<file path="src/rtl/game_clock_ctrl_if.sv">
// Referee/shot-clock/scoreboard signal bundle for the game clock controller.
// The master drives referee and counter inputs; the slave is the controller.
interface game_clock_ctrl_if #(
   parameter int unsigned N = 8
) ();
   logic         start_sw;
   logic         poss_change;
   logic         shot_cout;
   logic         shot_en;
   logic         shot_rst;
   logic         shot_hold;
   logic [N-1:0] min_N;
   logic [N-1:0] sec_N;
   logic [N-1:0] quarter_N;
   logic         buzzer;
   logic         game_over;

   modport master (
      output start_sw, poss_change, shot_cout,
      input  shot_en, shot_rst, shot_hold, min_N, sec_N, quarter_N, buzzer, game_over
   );

   modport slave (
      input  start_sw, poss_change, shot_cout,
      output shot_en, shot_rst, shot_hold, min_N, sec_N, quarter_N, buzzer, game_over
   );
endinterface

</file>
<file path="src/rtl/game_clock_ctrl.sv">
// Game-level master for the 24 s shot clock: quarter countdown, quarter number,
// buzzer and run/pause control, advancing once per 1 Hz tick.
module game_clock_ctrl #(
   parameter int unsigned N           = 8,
   parameter int unsigned QUARTER_MIN = 12,
   parameter int unsigned QUARTERS    = 4,
   parameter int unsigned BUZZ_LEN    = 3,
   parameter int unsigned SHOT_LEN    = 24
) (
   input logic              clk_1Hz,
   input logic              Reset_Game,
   game_clock_ctrl_if.slave gc
);

   localparam logic [2:0] S_IDLE  = 3'd0;
   localparam logic [2:0] S_RUN   = 3'd1;
   localparam logic [2:0] S_PAUSE = 3'd2;
   localparam logic [2:0] S_VIOL  = 3'd3;
   localparam logic [2:0] S_QEND  = 3'd4;
   localparam logic [2:0] S_OVER  = 3'd5;

   localparam int unsigned BW = $clog2(BUZZ_LEN + 1);
   localparam int unsigned RW = N + 6;

   localparam logic [N-1:0]  QMIN     = N'(QUARTER_MIN);
   localparam logic [N-1:0]  SEC_MAX  = N'(59);
   localparam logic [N-1:0]  QTR_LAST = N'(QUARTERS);
   localparam logic [BW-1:0] BUZZ_END = BW'(BUZZ_LEN - 1);

   logic [2:0]    state;
   logic [N-1:0]  min_q;
   logic [N-1:0]  sec_q;
   logic [N-1:0]  qtr_q;
   logic [BW-1:0] buzz_cnt;
   logic          start_q;
   logic          rst_pend;

   logic [RW-1:0] rem;
   logic          hold;
   logic          start_rise;
   logic          last_sec;
   logic          buzz_done;

   assign rem        = RW'(min_q) * RW'(60) + RW'(sec_q);
   assign hold       = (rem <= RW'(SHOT_LEN));
   assign start_rise = gc.start_sw & ~start_q;
   assign last_sec   = (min_q == '0) && (sec_q == N'(1));
   assign buzz_done  = (buzz_cnt == BUZZ_END);

   always_ff @(posedge clk_1Hz) begin
      if (Reset_Game) begin
         state    <= S_IDLE;
         min_q    <= QMIN;
         sec_q    <= '0;
         qtr_q    <= N'(1);
         buzz_cnt <= '0;
         start_q  <= 1'b0;
         rst_pend <= 1'b0;
      end else begin
         start_q  <= gc.start_sw;
         rst_pend <= 1'b0;
         case (state)
            S_IDLE: begin
               if (start_rise) state <= S_RUN;
            end
            S_RUN: begin
               rst_pend <= gc.poss_change;
               // Period end is checked before the violation so 00:01 always ends the quarter.
               if (last_sec) begin
                  state <= S_QEND;
                  sec_q <= '0;
               end else if (gc.shot_cout && !hold) begin
                  state <= S_VIOL;
               end else if (!gc.start_sw) begin
                  state <= S_PAUSE;
               end else if (sec_q == '0) begin
                  sec_q <= SEC_MAX;
                  min_q <= min_q - N'(1);
               end else begin
                  sec_q <= sec_q - N'(1);
               end
            end
            S_PAUSE: begin
               rst_pend <= gc.poss_change;
               if (start_rise) state <= S_RUN;
            end
            S_VIOL: begin
               if (buzz_done) begin
                  state    <= S_PAUSE;
                  buzz_cnt <= '0;
                  rst_pend <= 1'b1;
               end else begin
                  buzz_cnt <= buzz_cnt + BW'(1);
               end
            end
            S_QEND: begin
               if (buzz_done) begin
                  buzz_cnt <= '0;
                  if (qtr_q < QTR_LAST) begin
                     qtr_q    <= qtr_q + N'(1);
                     min_q    <= QMIN;
                     sec_q    <= '0;
                     rst_pend <= 1'b1;
                     state    <= S_PAUSE;
                  end else begin
                     state <= S_OVER;
                  end
               end else begin
                  buzz_cnt <= buzz_cnt + BW'(1);
               end
            end
            S_OVER: begin
               state <= S_OVER;
            end
            default: begin
               state <= S_IDLE;
            end
         endcase
      end
   end

   assign gc.shot_en   = (state == S_RUN);
   assign gc.shot_rst  = (state == S_IDLE) | rst_pend;
   assign gc.shot_hold = hold;
   assign gc.buzzer    = (state == S_VIOL) | (state == S_QEND);
   assign gc.game_over = (state == S_OVER);
   assign gc.min_N     = min_q;
   assign gc.sec_N     = sec_q;
   assign gc.quarter_N = qtr_q;

endmodule

</file>
<file path="src/flat_wrapper.sv">
// flat-port wrapper written by rule: the top's interface ports become plain ports
module game_clock_ctrl_flat 
#(
   parameter int unsigned N           = 8,
   parameter int unsigned QUARTER_MIN = 12,
   parameter int unsigned QUARTERS    = 4,
   parameter int unsigned BUZZ_LEN    = 3,
   parameter int unsigned SHOT_LEN    = 24
)
  (clk_1Hz, Reset_Game, gc_start_sw, gc_poss_change, gc_shot_cout, gc_shot_en, gc_shot_rst, gc_shot_hold, gc_min_N, gc_sec_N, gc_quarter_N, gc_buzzer, gc_game_over);
  game_clock_ctrl_if #(.N(N)) gc_i ();
  input logic clk_1Hz;
  input logic Reset_Game;
  input wire logic [$bits(gc_i.start_sw)-1:0] gc_start_sw;
  input wire logic [$bits(gc_i.poss_change)-1:0] gc_poss_change;
  input wire logic [$bits(gc_i.shot_cout)-1:0] gc_shot_cout;
  output wire logic [$bits(gc_i.shot_en)-1:0] gc_shot_en;
  output wire logic [$bits(gc_i.shot_rst)-1:0] gc_shot_rst;
  output wire logic [$bits(gc_i.shot_hold)-1:0] gc_shot_hold;
  output wire logic [$bits(gc_i.min_N)-1:0] gc_min_N;
  output wire logic [$bits(gc_i.sec_N)-1:0] gc_sec_N;
  output wire logic [$bits(gc_i.quarter_N)-1:0] gc_quarter_N;
  output wire logic [$bits(gc_i.buzzer)-1:0] gc_buzzer;
  output wire logic [$bits(gc_i.game_over)-1:0] gc_game_over;
  assign gc_i.start_sw = gc_start_sw;
  assign gc_i.poss_change = gc_poss_change;
  assign gc_i.shot_cout = gc_shot_cout;
  assign gc_shot_en = gc_i.shot_en;
  assign gc_shot_rst = gc_i.shot_rst;
  assign gc_shot_hold = gc_i.shot_hold;
  assign gc_min_N = gc_i.min_N;
  assign gc_sec_N = gc_i.sec_N;
  assign gc_quarter_N = gc_i.quarter_N;
  assign gc_buzzer = gc_i.buzzer;
  assign gc_game_over = gc_i.game_over;
  game_clock_ctrl #(.N(N), .QUARTER_MIN(QUARTER_MIN), .QUARTERS(QUARTERS), .BUZZ_LEN(BUZZ_LEN), .SHOT_LEN(SHOT_LEN)) u_core (.clk_1Hz(clk_1Hz), .Reset_Game(Reset_Game), .gc(gc_i));
endmodule
</file>
<file path="config.mk">
export PLATFORM = sky130hd
export DESIGN_NAME = game_clock_ctrl_flat
export DESIGN_NICKNAME = d
export VERILOG_FILES = /design/src/rtl/game_clock_ctrl_if.sv /design/src/rtl/game_clock_ctrl.sv /design/src/flat_wrapper.sv
export SDC_FILE = /design/constraint.sdc
export NUM_CORES = 1
export LEC_CHECK = 0
export CORE_MARGIN = 2
export CORE_UTILIZATION = 35
export DETAILED_ROUTE_END_ITERATION = 16
export GPL_ROUTABILITY_DRIVEN = 0
export GPL_TIMING_DRIVEN = 0
export PLACE_DENSITY = 0.62
export REMOVE_ABC_BUFFERS = 1
export SYNTH_ARGS = -nofsm -noshare
export SYNTH_HDL_FRONTEND = slang
export SYNTH_SLANG_ARGS = --single-unit
</file>
<file path="constraint.sdc">
create_clock -name clk_1Hz -period 11.3 [get_ports clk_1Hz]
set_clock_uncertainty 0.05 [all_clocks]
set_input_delay 2.825 -clock clk_1Hz [delete_from_list [all_inputs] [get_ports clk_1Hz]]
set_output_delay 2.825 -clock clk_1Hz [all_outputs]
set_load 0.03 [all_outputs]
</file>
==> results.py <==
metrics = {
    "place": {
        "post-dp-hpwl_mm": 5.282,
        "io_buffers": 33,
    },
    "die": {
        "core_area_um2": 7807,
        "die_y_um": 94.28,
        "die_w_um": 94.28,
        "fp.dieArea_um2": 8889,
        "io_pins": 34,
        "rows": 32,
        "start_util_pct": 36.54,
    },
    "worst_setup_path": {
        "worst-path-buf-inv": 3,
        "crit_chain": "inv_1, fa_1, fa_1, inv_1, ha_1, xor2_1, ha_1, a21oi_1, nor2_1, a2111oi_0, o21ai_0, a2111oi_0, nand2_1, nor2_1, clkdlybuf4s50_1",
        "crit_family": "adder cells",
        "start_kind": "register",
        "max_stage_delay_ps": 680,
        "startpoint": "u_core.gc.min_N[2]$_SDFFE_PP1P_",
        "arrival_ps": 5090,
        "endpoint_kind": "output pin",
        "crit_path_top_delay_cell": "clkdlybuf4s50_1",
        "crit_fanout": 7,
        "crit_required_ps": 8430,
        "reg2reg_from": "u_core.gc.min_N[2]$_SDFFE_PP1P_",
        "crit_type": "register to output pin",
    },
    "clock_tree": {
        "holdBufCountCts": 0,
        "post-cts-setup-buffer-count": 0,
        "clk_pin_slew_worst_paths_ps": 70,
        "clk_path_buf_depth": 2,
        "cts_buffers": 5,
        "cts-root-buf": "clkbuf_8",
        "cts_num_sinks": 31,
        "cts.repair.resized": 0,
        "clkLatencyLatePin_ps": 290,
        "cts_tree": "yes",
        "cts.htree.levels": 2,
    },
    "yosys": {
        "yosysUniqueCellTypes": 55,
        "synth_top_area_share_pct": 21.75,
        "synth_common_cells": "ha_1, inv_1, dfxtp_1",
        "netlist_instances": 342,
        "synth-seq-area-share_pct": 21.75,
        "synth_area_leaders": "dfxtp_1, ha_1, fa_1, a21oi_1, inv_1",
        "ys_async_sr_fraction_pct": 0,
        "yosysTopAreaCell": "dfxtp_1",
        "synth_edf_count": 0,
        "synth_flop_cell": "dfxtp_1",
        "ys.warnings.count": 0,
        "syn_area_per_cell_um2": 8.341,
        "synth_area_um2": 2853,
        "ys_seq_elements": 31,
        "yosysMostFrequentCell": "ha_1",
    },
    "sta": {
        "setup_tns_ps": 0,
        "setup_viol": 0,
        "worstMarginPinSlew_ps": 960.6,
        "finalHoldViolations": 0,
        "fin_crit_sh_pct": 70.51,
        "slew_violations": 0,
        "rsz0062_at_grt": "no",
        "layout_min_cycle_time_ps": 7968,
        "fmax_ghz": 0.1255,
        "slew_headroom_pct": 35.46,
    },
    "cells_and_area": {
        "drive_above_1_share_pct": 6.383,
        "finalNetCount": 428,
        "syn2layout_area_growth_pct": 19.21,
        "utilization_pct": 43.56,
        "diodes": 0,
    },
    "grt": {
        "grt_max_degree": 28,
        "grt-ovfl-total": 0,
        "grt_pass1_vias": 2353,
        "grt.total_usage_pct": 15.97,
        "antenna_found_initial": 0,
        "grt_pass1_wl_mm": 11.34,
    },
    "pwr": {
        "p_leak_nw": 1.404,
        "p_per_area_nw_per_um2": 112.7,
        "ir_worst_vdd_mv": 0.08692,
        "p_total_uw": 383.3,
    },
    "drt": {
        "ant_nets": 0,
        "remaining_drc_errors": 0,
        "wire_per_inst_um": 14.15,
        "via_per_inst": 5.255,
        "wl_mm": 6.764,
        "first_pass_iters": 6,
        "drtIter0Drc": 106,
        "detailroute.via_count": 2512,
    },
    "worst_hold_path": {
        "hp-class": "register to register",
        "hp-start": "u_core.gc.quarter_N[3]$_SDFFE_PP0P_",
    },
    "run_status": {
        "outcome": "completed",
    },
    "job": {
        "cap_violations": 0,
    },
}
## worst paths after layout
path                                    endpoint  slack (ps)  depth (start not counted)
max reg2reg      u_core.gc.min_N[5]$_SDFFE_PP0P_        5600                         16
min          u_core.gc.quarter_N[3]$_SDFFE_PP0P_         430                          1
min reg2reg  u_core.gc.quarter_N[3]$_SDFFE_PP0P_         430                          1
max                                 gc_shot_hold        3330                         15
## cell type report
type / instances / area (µm²)
Clock buffer: 6 / 82.58
Clock inverter: 2 / 35.03
Fill cell: 776 / 4407
Inverter: 33 / 123.9
Multi-Input combinational cell: 271 / 2081
Sequential cell: 31 / 620.6
Tap cell: 102 / 127.6
Timing Repair Buffer: 33 / 330.3
## through the flow
stage	hold slack [ps]	cell area [µm²]	setup WS [ps]	cells
global route	449.2	3401	2991	478
floorplan	468.2	2825	4251	335
finish	432.7	3401	3332	478
CTS	438.1	3401	3344	478
global placement	422.9	3283	3674	470
detailed placement	425.0	3283	3696	470
## layer usage
layer	share of wire, %	vias to the layer above	track usage [%]
li1	-	1291	-
met2	44	58	24.52
met4	2.1	0	6.280
met1	49	1152	22.59
met3	4.3	11	2.087
met5	0	-	0
## kinds of logic (layout without fill, tap and decap cells)
group / Yosys count / in the layout / share of synthesized area, %
flops: 31 / 31 / 21.75
mux: 6 / 6 / 2.193
xor+xnor: 10 / 10 / 3.070
compound gates: 86 / 86 / 21.01
fa+ha+maj: 48 / 48 / 24.74
buf+inv: 40 / 74 / 5.307
simple gates: 121 / 121 / 21.93
## state kept, by name (all words and copies together) (netlist names)
signal and count:
u_core.start_q 1, u_core.gc.min_N 8, u_core.gc.sec_N 8, u_core.buzz_cnt 2, u_core.state 3, u_core.gc.quarter_N 8, u_core.rst_pend 1
## report_power, final
group	switching, mW	internal (mW)	total (mW)
Sequential	0.0117	0.116	0.128
Clock	0.0430	0.0713	0.114
Combinational	0.0844	0.0570	0.141
## placed cells by master, fill, tap and decap left out, types with 3 or more instances in the layout
master            n
a2111oi_0         4
a211oi_1          4
a21o_1            3
a21oi_1          26
a31oi_1           4
and3_1            3
clkbuf_8          6
clkdlybuf4s50_1  33
dfxtp_1          31
fa_1             14
ha_1             34
inv_1            33
mux2i_1           4
nand2_1          21
nand2b_1          5
nand3_1          12
nand3b_1          3
nor2_1           30
nor2b_1          11
nor3_1           11
nor3b_1           3
nor4_1            3
o211ai_1          5
o21ai_0          14
o22ai_1           3
or2_2             5
or3_1             3
or4_1             4
xnor2_1           7
xor2_1            3
Note: power is estimated with default switching activity, not from simulation.
